**src/rtl/phy_rx_packet_parser_if.sv**
```systemverilog
// Symbol stream from the BMC decoder and the framed packet/payload outputs to the protocol layer.
interface phy_rx_packet_parser_if;
  logic       phy_bmc_decoder_active;
  logic       phy_bmc_decoder_data_en;
  logic [4:0] phy_bmc_decoder_data;
  logic [7:0] phy2pl_rx_payload;
  logic       phy2pl_rx_payload_en;
  logic       phy_rx_packet_start;
  logic [2:0] phy_rx_packet_type;
  logic       phy_rx_packet_done;
  logic       phy_rx_packet_err;
  logic [7:0] phy_rx_packet_len;

  modport master (
    output phy_bmc_decoder_active, phy_bmc_decoder_data_en, phy_bmc_decoder_data,
    input  phy2pl_rx_payload, phy2pl_rx_payload_en, phy_rx_packet_start,
           phy_rx_packet_type, phy_rx_packet_done, phy_rx_packet_err, phy_rx_packet_len
  );

  modport slave (
    input  phy_bmc_decoder_active, phy_bmc_decoder_data_en, phy_bmc_decoder_data,
    output phy2pl_rx_payload, phy2pl_rx_payload_en, phy_rx_packet_start,
           phy_rx_packet_type, phy_rx_packet_done, phy_rx_packet_err, phy_rx_packet_len
  );
endinterface

```
**src/rtl/phy_rx_packet_parser.sv**
```systemverilog
// USB PD receive framer: ordered-set detection, 4b5b decode, CRC-32 check, and payload
// streaming with the trailing CRC bytes withheld by a 4-byte delay line. All outputs registered.
module phy_rx_packet_parser #(
  parameter int MAX_BYTES = 34
) (
  input logic                   clk,
  input logic                   rst,
  phy_rx_packet_parser_if.slave bus
);

  localparam logic [4:0]  SYM_S1 = 5'b11000;
  localparam logic [4:0]  SYM_S2 = 5'b10001;
  localparam logic [4:0]  SYM_S3 = 5'b00110;
  localparam logic [4:0]  SYM_R1 = 5'b00111;
  localparam logic [4:0]  SYM_R2 = 5'b11001;
  localparam logic [4:0]  SYM_EOP = 5'b01101;
  localparam logic [31:0] CRC_INIT = 32'hFFFF_FFFF;
  localparam logic [31:0] CRC_POLY = 32'hEDB8_8320;
  localparam logic [31:0] CRC_RESIDUAL = 32'hDEBB_20E3;

  // Ordered sets packed with K0 in the low 5 bits, matching rx_set below.
  localparam logic [19:0] SET_SOP  = {SYM_S2, SYM_S1, SYM_S1, SYM_S1};
  localparam logic [19:0] SET_SOP1 = {SYM_S3, SYM_S3, SYM_S1, SYM_S1};
  localparam logic [19:0] SET_SOP2 = {SYM_S3, SYM_S1, SYM_S3, SYM_S1};
  localparam logic [19:0] SET_HRST = {SYM_R2, SYM_R1, SYM_R1, SYM_R1};
  localparam logic [19:0] SET_CRST = {SYM_S3, SYM_R1, SYM_S1, SYM_R1};

  typedef enum logic [1:0] {RX_IDLE, RX_SOP, RX_DATA, RX_DROP} state_t;

  state_t          state_q;
  logic [2:0][4:0] k_q;
  logic [1:0]      k_cnt_q;
  logic [3:0]      nib_lo_q;
  logic            nib_odd_q;
  logic [7:0]      byte_cnt_q;
  logic [31:0]     crc_q;
  logic [3:0][7:0] dly_q;
  logic [2:0]      dly_cnt_q;
  logic [7:0]      payload_q;
  logic            payload_en_q;
  logic            start_q;
  logic [2:0]      type_q;
  logic            done_q;
  logic            err_q;
  logic [7:0]      len_q;

  logic [4:0]  sym;
  logic        active;
  logic        data_en;
  logic [19:0] rx_set;
  logic        dec_vld;
  logic [3:0]  dec_nib;
  logic [31:0] crc_d;
  logic [7:0]  byte_d;
  logic [7:0]  len_d;
  logic        eop_good;
  logic        sop_hit_d;
  logic [2:0]  sop_type_d;

  function automatic logic [4:0] dec_4b5b(input logic [4:0] s);
    case (s)
      5'b11110: return 5'h10;
      5'b01001: return 5'h11;
      5'b10100: return 5'h12;
      5'b10101: return 5'h13;
      5'b01010: return 5'h14;
      5'b01011: return 5'h15;
      5'b01110: return 5'h16;
      5'b01111: return 5'h17;
      5'b10010: return 5'h18;
      5'b10011: return 5'h19;
      5'b10110: return 5'h1A;
      5'b10111: return 5'h1B;
      5'b11010: return 5'h1C;
      5'b11011: return 5'h1D;
      5'b11100: return 5'h1E;
      5'b11101: return 5'h1F;
      default:  return 5'h00;
    endcase
  endfunction

  function automatic logic [31:0] crc_nibble(input logic [31:0] c, input logic [3:0] n);
    logic [31:0] r;
    r = c;
    for (int i = 0; i < 4; i++) begin
      r = (r >> 1) ^ ((r[0] ^ n[i]) ? CRC_POLY : 32'd0);
    end
    return r;
  endfunction

  function automatic logic [2:0] set_score(input logic [19:0] ref_set, input logic [19:0] rx);
    logic [2:0] s;
    s = 3'd0;
    for (int i = 0; i < 4; i++) begin
      if (ref_set[i*5 +: 5] == rx[i*5 +: 5]) s = s + 3'd1;
    end
    return s;
  endfunction

  assign sym      = bus.phy_bmc_decoder_data;
  assign active   = bus.phy_bmc_decoder_active;
  assign data_en  = bus.phy_bmc_decoder_data_en;
  assign rx_set   = {sym, k_q};
  assign {dec_vld, dec_nib} = dec_4b5b(sym);
  assign crc_d    = crc_nibble(crc_q, dec_nib);
  assign byte_d   = {dec_nib, nib_lo_q};
  assign len_d    = (byte_cnt_q >= 8'd4) ? byte_cnt_q - 8'd4 : 8'd0;
  assign eop_good = !nib_odd_q && (byte_cnt_q >= 8'd4) && (crc_q == CRC_RESIDUAL);

  // Any two ordered sets differ in at least two positions, so the first set scoring
  // three or more is also the best match; the if-chain order gives the tie priority.
  always_comb begin
    sop_hit_d  = 1'b1;
    sop_type_d = 3'd0;
    if      (set_score(SET_SOP,  rx_set) >= 3'd3) sop_type_d = 3'd0;
    else if (set_score(SET_SOP1, rx_set) >= 3'd3) sop_type_d = 3'd1;
    else if (set_score(SET_SOP2, rx_set) >= 3'd3) sop_type_d = 3'd2;
    else if (set_score(SET_HRST, rx_set) >= 3'd3) sop_type_d = 3'd3;
    else if (set_score(SET_CRST, rx_set) >= 3'd3) sop_type_d = 3'd4;
    else                                          sop_hit_d  = 1'b0;
  end

  always_ff @(posedge clk) begin
    if (rst) begin
      state_q      <= RX_IDLE;
      k_q          <= '0;
      k_cnt_q      <= 2'd0;
      nib_lo_q     <= 4'd0;
      nib_odd_q    <= 1'b0;
      byte_cnt_q   <= 8'd0;
      crc_q        <= CRC_INIT;
      dly_q        <= '0;
      dly_cnt_q    <= 3'd0;
      payload_q    <= 8'd0;
      payload_en_q <= 1'b0;
      start_q      <= 1'b0;
      type_q       <= 3'd0;
      done_q       <= 1'b0;
      err_q        <= 1'b0;
      len_q        <= 8'd0;
    end else begin
      payload_en_q <= 1'b0;
      start_q      <= 1'b0;
      done_q       <= 1'b0;
      err_q        <= 1'b0;
      case (state_q)
        RX_IDLE: begin
          if (active && data_en) begin
            k_q     <= {sym, k_q[2:1]};
            k_cnt_q <= 2'd1;
            state_q <= RX_SOP;
          end
        end
        RX_SOP: begin
          if (!active) begin
            state_q <= RX_IDLE;
          end else if (data_en) begin
            if (k_cnt_q != 2'd3) begin
              k_q     <= {sym, k_q[2:1]};
              k_cnt_q <= k_cnt_q + 2'd1;
            end else if (!sop_hit_d) begin
              state_q <= RX_DROP;
            end else begin
              start_q <= 1'b1;
              type_q  <= sop_type_d;
              if (sop_type_d >= 3'd3) begin
                done_q  <= 1'b1;
                len_q   <= 8'd0;
                state_q <= RX_DROP;
              end else begin
                nib_odd_q  <= 1'b0;
                byte_cnt_q <= 8'd0;
                dly_cnt_q  <= 3'd0;
                crc_q      <= CRC_INIT;
                state_q    <= RX_DATA;
              end
            end
          end
        end
        RX_DATA: begin
          if (!active) begin
            err_q   <= 1'b1;
            len_q   <= len_d;
            state_q <= RX_IDLE;
          end else if (data_en) begin
            if (dec_vld) begin
              crc_q     <= crc_d;
              nib_odd_q <= !nib_odd_q;
              if (!nib_odd_q) begin
                nib_lo_q <= dec_nib;
              end else if (int'(byte_cnt_q) >= MAX_BYTES) begin
                err_q   <= 1'b1;
                len_q   <= len_d;
                state_q <= RX_DROP;
              end else begin
                byte_cnt_q <= byte_cnt_q + 8'd1;
                dly_q      <= {dly_q[2:0], byte_d};
                // Line already holds four bytes: the oldest one cannot be CRC, release it.
                if (dly_cnt_q == 3'd4) begin
                  payload_q    <= dly_q[3];
                  payload_en_q <= 1'b1;
                end else begin
                  dly_cnt_q <= dly_cnt_q + 3'd1;
                end
              end
            end else if (sym == SYM_EOP) begin
              done_q  <= eop_good;
              err_q   <= !eop_good;
              len_q   <= len_d;
              state_q <= RX_DROP;
            end else begin
              err_q   <= 1'b1;
              len_q   <= len_d;
              state_q <= RX_DROP;
            end
          end
        end
        RX_DROP: begin
          if (!active) state_q <= RX_IDLE;
        end
        default: state_q <= RX_IDLE;
      endcase
    end
  end

  assign bus.phy2pl_rx_payload    = payload_q;
  assign bus.phy2pl_rx_payload_en = payload_en_q;
  assign bus.phy_rx_packet_start  = start_q;
  assign bus.phy_rx_packet_type   = type_q;
  assign bus.phy_rx_packet_done   = done_q;
  assign bus.phy_rx_packet_err    = err_q;
  assign bus.phy_rx_packet_len    = len_q;

endmodule

```
**src/flat_wrapper.sv**
```systemverilog
// flat-port wrapper written by rule: the top's interface ports become plain ports
module phy_rx_packet_parser_flat 
#(
  parameter int MAX_BYTES = 34
)
  (clk, rst, bus_phy_bmc_decoder_active, bus_phy_bmc_decoder_data_en, bus_phy_bmc_decoder_data, bus_phy2pl_rx_payload, bus_phy2pl_rx_payload_en, bus_phy_rx_packet_start, bus_phy_rx_packet_type, bus_phy_rx_packet_done, bus_phy_rx_packet_err, bus_phy_rx_packet_len);
  phy_rx_packet_parser_if bus_i ();
  input logic clk;
  input logic rst;
  input wire logic [$bits(bus_i.phy_bmc_decoder_active)-1:0] bus_phy_bmc_decoder_active;
  input wire logic [$bits(bus_i.phy_bmc_decoder_data_en)-1:0] bus_phy_bmc_decoder_data_en;
  input wire logic [$bits(bus_i.phy_bmc_decoder_data)-1:0] bus_phy_bmc_decoder_data;
  output wire logic [$bits(bus_i.phy2pl_rx_payload)-1:0] bus_phy2pl_rx_payload;
  output wire logic [$bits(bus_i.phy2pl_rx_payload_en)-1:0] bus_phy2pl_rx_payload_en;
  output wire logic [$bits(bus_i.phy_rx_packet_start)-1:0] bus_phy_rx_packet_start;
  output wire logic [$bits(bus_i.phy_rx_packet_type)-1:0] bus_phy_rx_packet_type;
  output wire logic [$bits(bus_i.phy_rx_packet_done)-1:0] bus_phy_rx_packet_done;
  output wire logic [$bits(bus_i.phy_rx_packet_err)-1:0] bus_phy_rx_packet_err;
  output wire logic [$bits(bus_i.phy_rx_packet_len)-1:0] bus_phy_rx_packet_len;
  assign bus_i.phy_bmc_decoder_active = bus_phy_bmc_decoder_active;
  assign bus_i.phy_bmc_decoder_data_en = bus_phy_bmc_decoder_data_en;
  assign bus_i.phy_bmc_decoder_data = bus_phy_bmc_decoder_data;
  assign bus_phy2pl_rx_payload = bus_i.phy2pl_rx_payload;
  assign bus_phy2pl_rx_payload_en = bus_i.phy2pl_rx_payload_en;
  assign bus_phy_rx_packet_start = bus_i.phy_rx_packet_start;
  assign bus_phy_rx_packet_type = bus_i.phy_rx_packet_type;
  assign bus_phy_rx_packet_done = bus_i.phy_rx_packet_done;
  assign bus_phy_rx_packet_err = bus_i.phy_rx_packet_err;
  assign bus_phy_rx_packet_len = bus_i.phy_rx_packet_len;
  phy_rx_packet_parser #(.MAX_BYTES(MAX_BYTES)) u_core (.clk(clk), .rst(rst), .bus(bus_i));
endmodule
```
**config.mk**
```make
export PLATFORM = sky130hd
export DESIGN_NAME = phy_rx_packet_parser_flat
export DESIGN_NICKNAME = d
export VERILOG_FILES = /design/src/rtl/phy_rx_packet_parser_if.sv /design/src/rtl/phy_rx_packet_parser.sv /design/src/flat_wrapper.sv
export SDC_FILE = /design/constraint.sdc
export NUM_CORES = 1
export LEC_CHECK = 0
export CELL_PAD_IN_SITES_DETAIL_PLACEMENT = 0
export CELL_PAD_IN_SITES_GLOBAL_PLACEMENT = 1
export CORE_ASPECT_RATIO = 1.2
export CORE_MARGIN = 4
export CORE_UTILIZATION = 49
export DETAILED_ROUTE_END_ITERATION = 10
export HOLD_SLACK_MARGIN = 0.05
export PLACE_DENSITY = 0.88
export REMOVE_ABC_BUFFERS = 1
export SLEW_MARGIN = 10
export SYNTH_ARGS = -nofsm -noshare
export SYNTH_HDL_FRONTEND = slang
export SYNTH_SLANG_ARGS = --single-unit
```
**constraint.sdc**
```tcl
create_clock -name clk -period 10.9 [get_ports clk]
set_input_delay 1.635 -clock clk [delete_from_list [all_inputs] [get_ports clk]]
set_output_delay 1.635 -clock clk [all_outputs]
set_load 0.005 [all_outputs]
```
==> metrics.txt <==
minimum clock period after layout=approximately 4.7 ns; Worst setup endpoint=u_core.byte_cnt_q[0]$_SDFFE_PP0P_; setup TNS=0 ns; worst r2r dst=u_core.byte_cnt_q[2]$_SDFFE_PP0P_; Tot GR Track Use=0.196; starting density of the core=0.504; die area=about 0.015 mm²; Max-Cap Viols=0; Worst-Margin Slew=0.918 ns; post_cts resized=0; nets=823; vias in the first global route=~5300; initial antenna violation count=0; dpl cell area=~0.0068 mm²; share of cells above drive strength 1=0.0713; final core area utilization=0.581; IO buf count=31; Syn Inst Count=between 700 and 800; syn avg cell area=around 8.2 µm²; PwrDens=around 160 mW/mm²; met3 wire length=roughly 470 µm; most frequent cells in the layout=dfxtp_1 (122), nand2_1 (121), a21oi_1 (65), nor2_1 (57), nor3_1 (42); post-route cell area=0.00739 mm²; FP Rows=45; Worst Clk Skew=between 0.007 and 0.008 ns; post-route clock period utilization=0.433; Main synth FF type=dfxtp_1; CP max FO=23; RSZ-0062 raised after global routing=no; post-detail-place hpwl=~9800 µm; routed length per instance=approximately 15 µm; first-pass GRT wire length=~25000 µm; clk root buf=clkbuf_16; WP data required=between 10 and 15 ns; Area Overhead vs Synth=15.2%; vias=roughly 5500; Clock Tree Buf Depth=2; Crit. End Element=flop; Critical Setup Path Class=in -> reg; Reg2Reg Depth=13; CP arrival=slightly above 5 ns; Sink Count=~120; Tot Pwr=around 1.2 mW; CP Launch Point=bus_phy_bmc_decoder_data[2]; Metal-1 WL=6440 µm; Max Fclk=about 210 MHz; maximum vdd ir drop=around 130 µV; max-slew violation count=0; DRC Markers=0; Core Area=0.0127 mm²; Hold Slack=0.450 ns; Slew HR=0.386; status=complete, no violations; leak pwr=approximately 2.6 nW; hold buffers post-CTS=0; #FFs+latches synth=around 120; Setup Fix Bufs, Post-CTS=0; met2 WL post-DR=approximately 7300 µm; Clock Latency Late Sink=between 0.4 and 0.5 ns; DR vias/cell=~5.7; worst hold path class=reg -> reg; Seq/Total Area, Yosys=0.381; H-tree Lvls=4; DRT Wirelength=14500 µm; Startpoint Class=input port; worst r2r src=u_core.k_q[7]$_SDFFE_PP0P_; fillcell total=roughly 1200; CTS tree=built; drt pass-1 iters=5; Setup Viol. Count Final=0; Die H=133 µm; most common cell after layout, fill and taps aside=dfxtp_1; Fin. Hold Viols=0; Ys Warns=0; total CTS buffers=17; uppermost layer routed=met4; Post-synth EDFFs=0; Syn Std Cell Area=0.00642 mm²; Die W=about 110 µm; reg2reg setup slack=6.51 ns; Synth async-reset ratio=0; GR Overflow Total=0; DR iter-0 viols=around 330; # diodes=0; Netlist cell types=68; IO Pins=32; clk slew on worst S/H paths=~0.06 ns; largest net degree at the start of global routing=86; Routed Antenna Nets=0; gpl congestion=around 0.8
-- logic make-up (layout without fill, tap and decap cells) --
kind of cell,after synthesis,after routing,synth area share
xor gates and xnor gates,47,47,0.0675
adders and majority gates,29,29,0.0562
muxes,26,26,0.0415
and+or+nand+nor,314,314,0.244
DFF,122,122,0.381
buffers and inverters,75,94,0.0456
AOI/OAI and AO/OA,167,167,0.165
-- Yosys cell counts, drive strengths merged (3+ instances only) --
| cell | count | share of area |
|---|---|---|
| dfxtp | 122 | 0.38 |
| or2 | 5 | 0.0049 |
| o31a | 5 | 0.0068 |
| nand3 | 13 | 0.011 |
| nor3 | 42 | 0.033 |
| xor2 | 13 | 0.018 |
| nor4 | 9 | 0.013 |
| inv | 25 | 0.015 |
| clkbuf | 39 | 0.023 |
| nand4b | 8 | 0.011 |
| nor2b | 7 | 0.0068 |
| o21bai | 11 | 0.013 |
| mux2i | 24 | 0.037 |
| a21boi | 4 | 0.0047 |
| nor4b | 3 | 0.0051 |
| nand2b | 18 | 0.018 |
| nand4bb | 3 | 0.0053 |
| xnor2 | 33 | 0.046 |
| or3 | 6 | 0.0058 |
| nor2 | 60 | 0.035 |
| o21ai | 24 | 0.019 |
| a211oi | 5 | 0.0078 |
| a41oi | 6 | 0.0094 |
| buf | 9 | 0.0070 |
| a21oi | 65 | 0.051 |
| a31oi | 23 | 0.022 |
| nand4 | 5 | 0.0049 |
| nand2 | 121 | 0.071 |
| o21a | 7 | 0.0082 |
| ha | 28 | 0.055 |
-- worst max-delay path, stage by stage --
cell             delay, ns
clkdlybuf4s50_1       0.78
inv_1                 0.16
ha_1                  0.21
inv_1                 0.05
a21oi_1               0.07
nor3_1                0.28
nand3_1               0.20
a221o_1               0.53
a41o_1                0.57
or3_1                 0.44
a21oi_1               0.14
-- worst min path at each step --
stage                               endpoint  slack [ns]                       startpoint  cells past startpoint
2_1_floorplan   u_core.dly_q[1]$_SDFFE_PP0P_        0.43  u_core.nib_lo_q[1]$_SDFFE_PP0P_                      2
3_3_place_gp   u_core.dly_q[20]$_SDFFE_PP0P_        0.44    u_core.dly_q[12]$_SDFFE_PP0P_                      2
3_5_place_dp   u_core.dly_q[30]$_SDFFE_PP0P_        0.45    u_core.dly_q[22]$_SDFFE_PP0P_                      2
4_1_cts         u_core.dly_q[9]$_SDFFE_PP0P_        0.45     u_core.dly_q[1]$_SDFFE_PP0P_                      2
5_1_grt        u_core.dly_q[18]$_SDFFE_PP0P_        0.46    u_core.dly_q[10]$_SDFFE_PP0P_                      2
6_report       u_core.dly_q[24]$_SDFFE_PP0P_        0.45    u_core.dly_q[16]$_SDFFE_PP0P_                      2
-- power by group --
part           internal, mW  switching (mW)  total, mW  leakage [nW]
Clock                 0.328           0.238      0.566         0.289
Combinational        0.0557           0.126      0.182          1.33
Sequential            0.452         0.00732      0.459         0.985
-- area by class of cell --
type	count	area, µm²	area share
tap	164	205	0.0278
sequential	122	2440	0.330
clock buffer	17	425	0.0575
timing repair buffer	35	338	0.0457
clock inverter	15	175	0.0237
inverter	27	101	0.0137
multi-input combinational	583	3710	0.501
-- layer usage --
metal,vias to the layer above,global-route usage
met5,-,0
met4,0,0.0895
met3,26,0.0368
met2,110,0.333
met1,2615,0.241
li1,2741,-
-- metrics by stage --
step,setup WS (ns),std cells
global route,5.99,963
floorplan,5.45,732
detailed placement,5.82,931
CTS,6.22,963
finish,6.18,963
global placement,5.91,931
-- state kept, by name, indices dropped and copies added, names as in the netlist, 4 cells and up --
signal,count
u_core.crc_q,32
u_core.dly_q,32
u_core.k_q,15
u_core.bus.phy2pl_rx_payload,8
u_core.bus.phy_rx_packet_len,8
u_core.byte_cnt_q,8
u_core.nib_lo_q,4
Note: power is estimated with default switching activity, not from simulation.
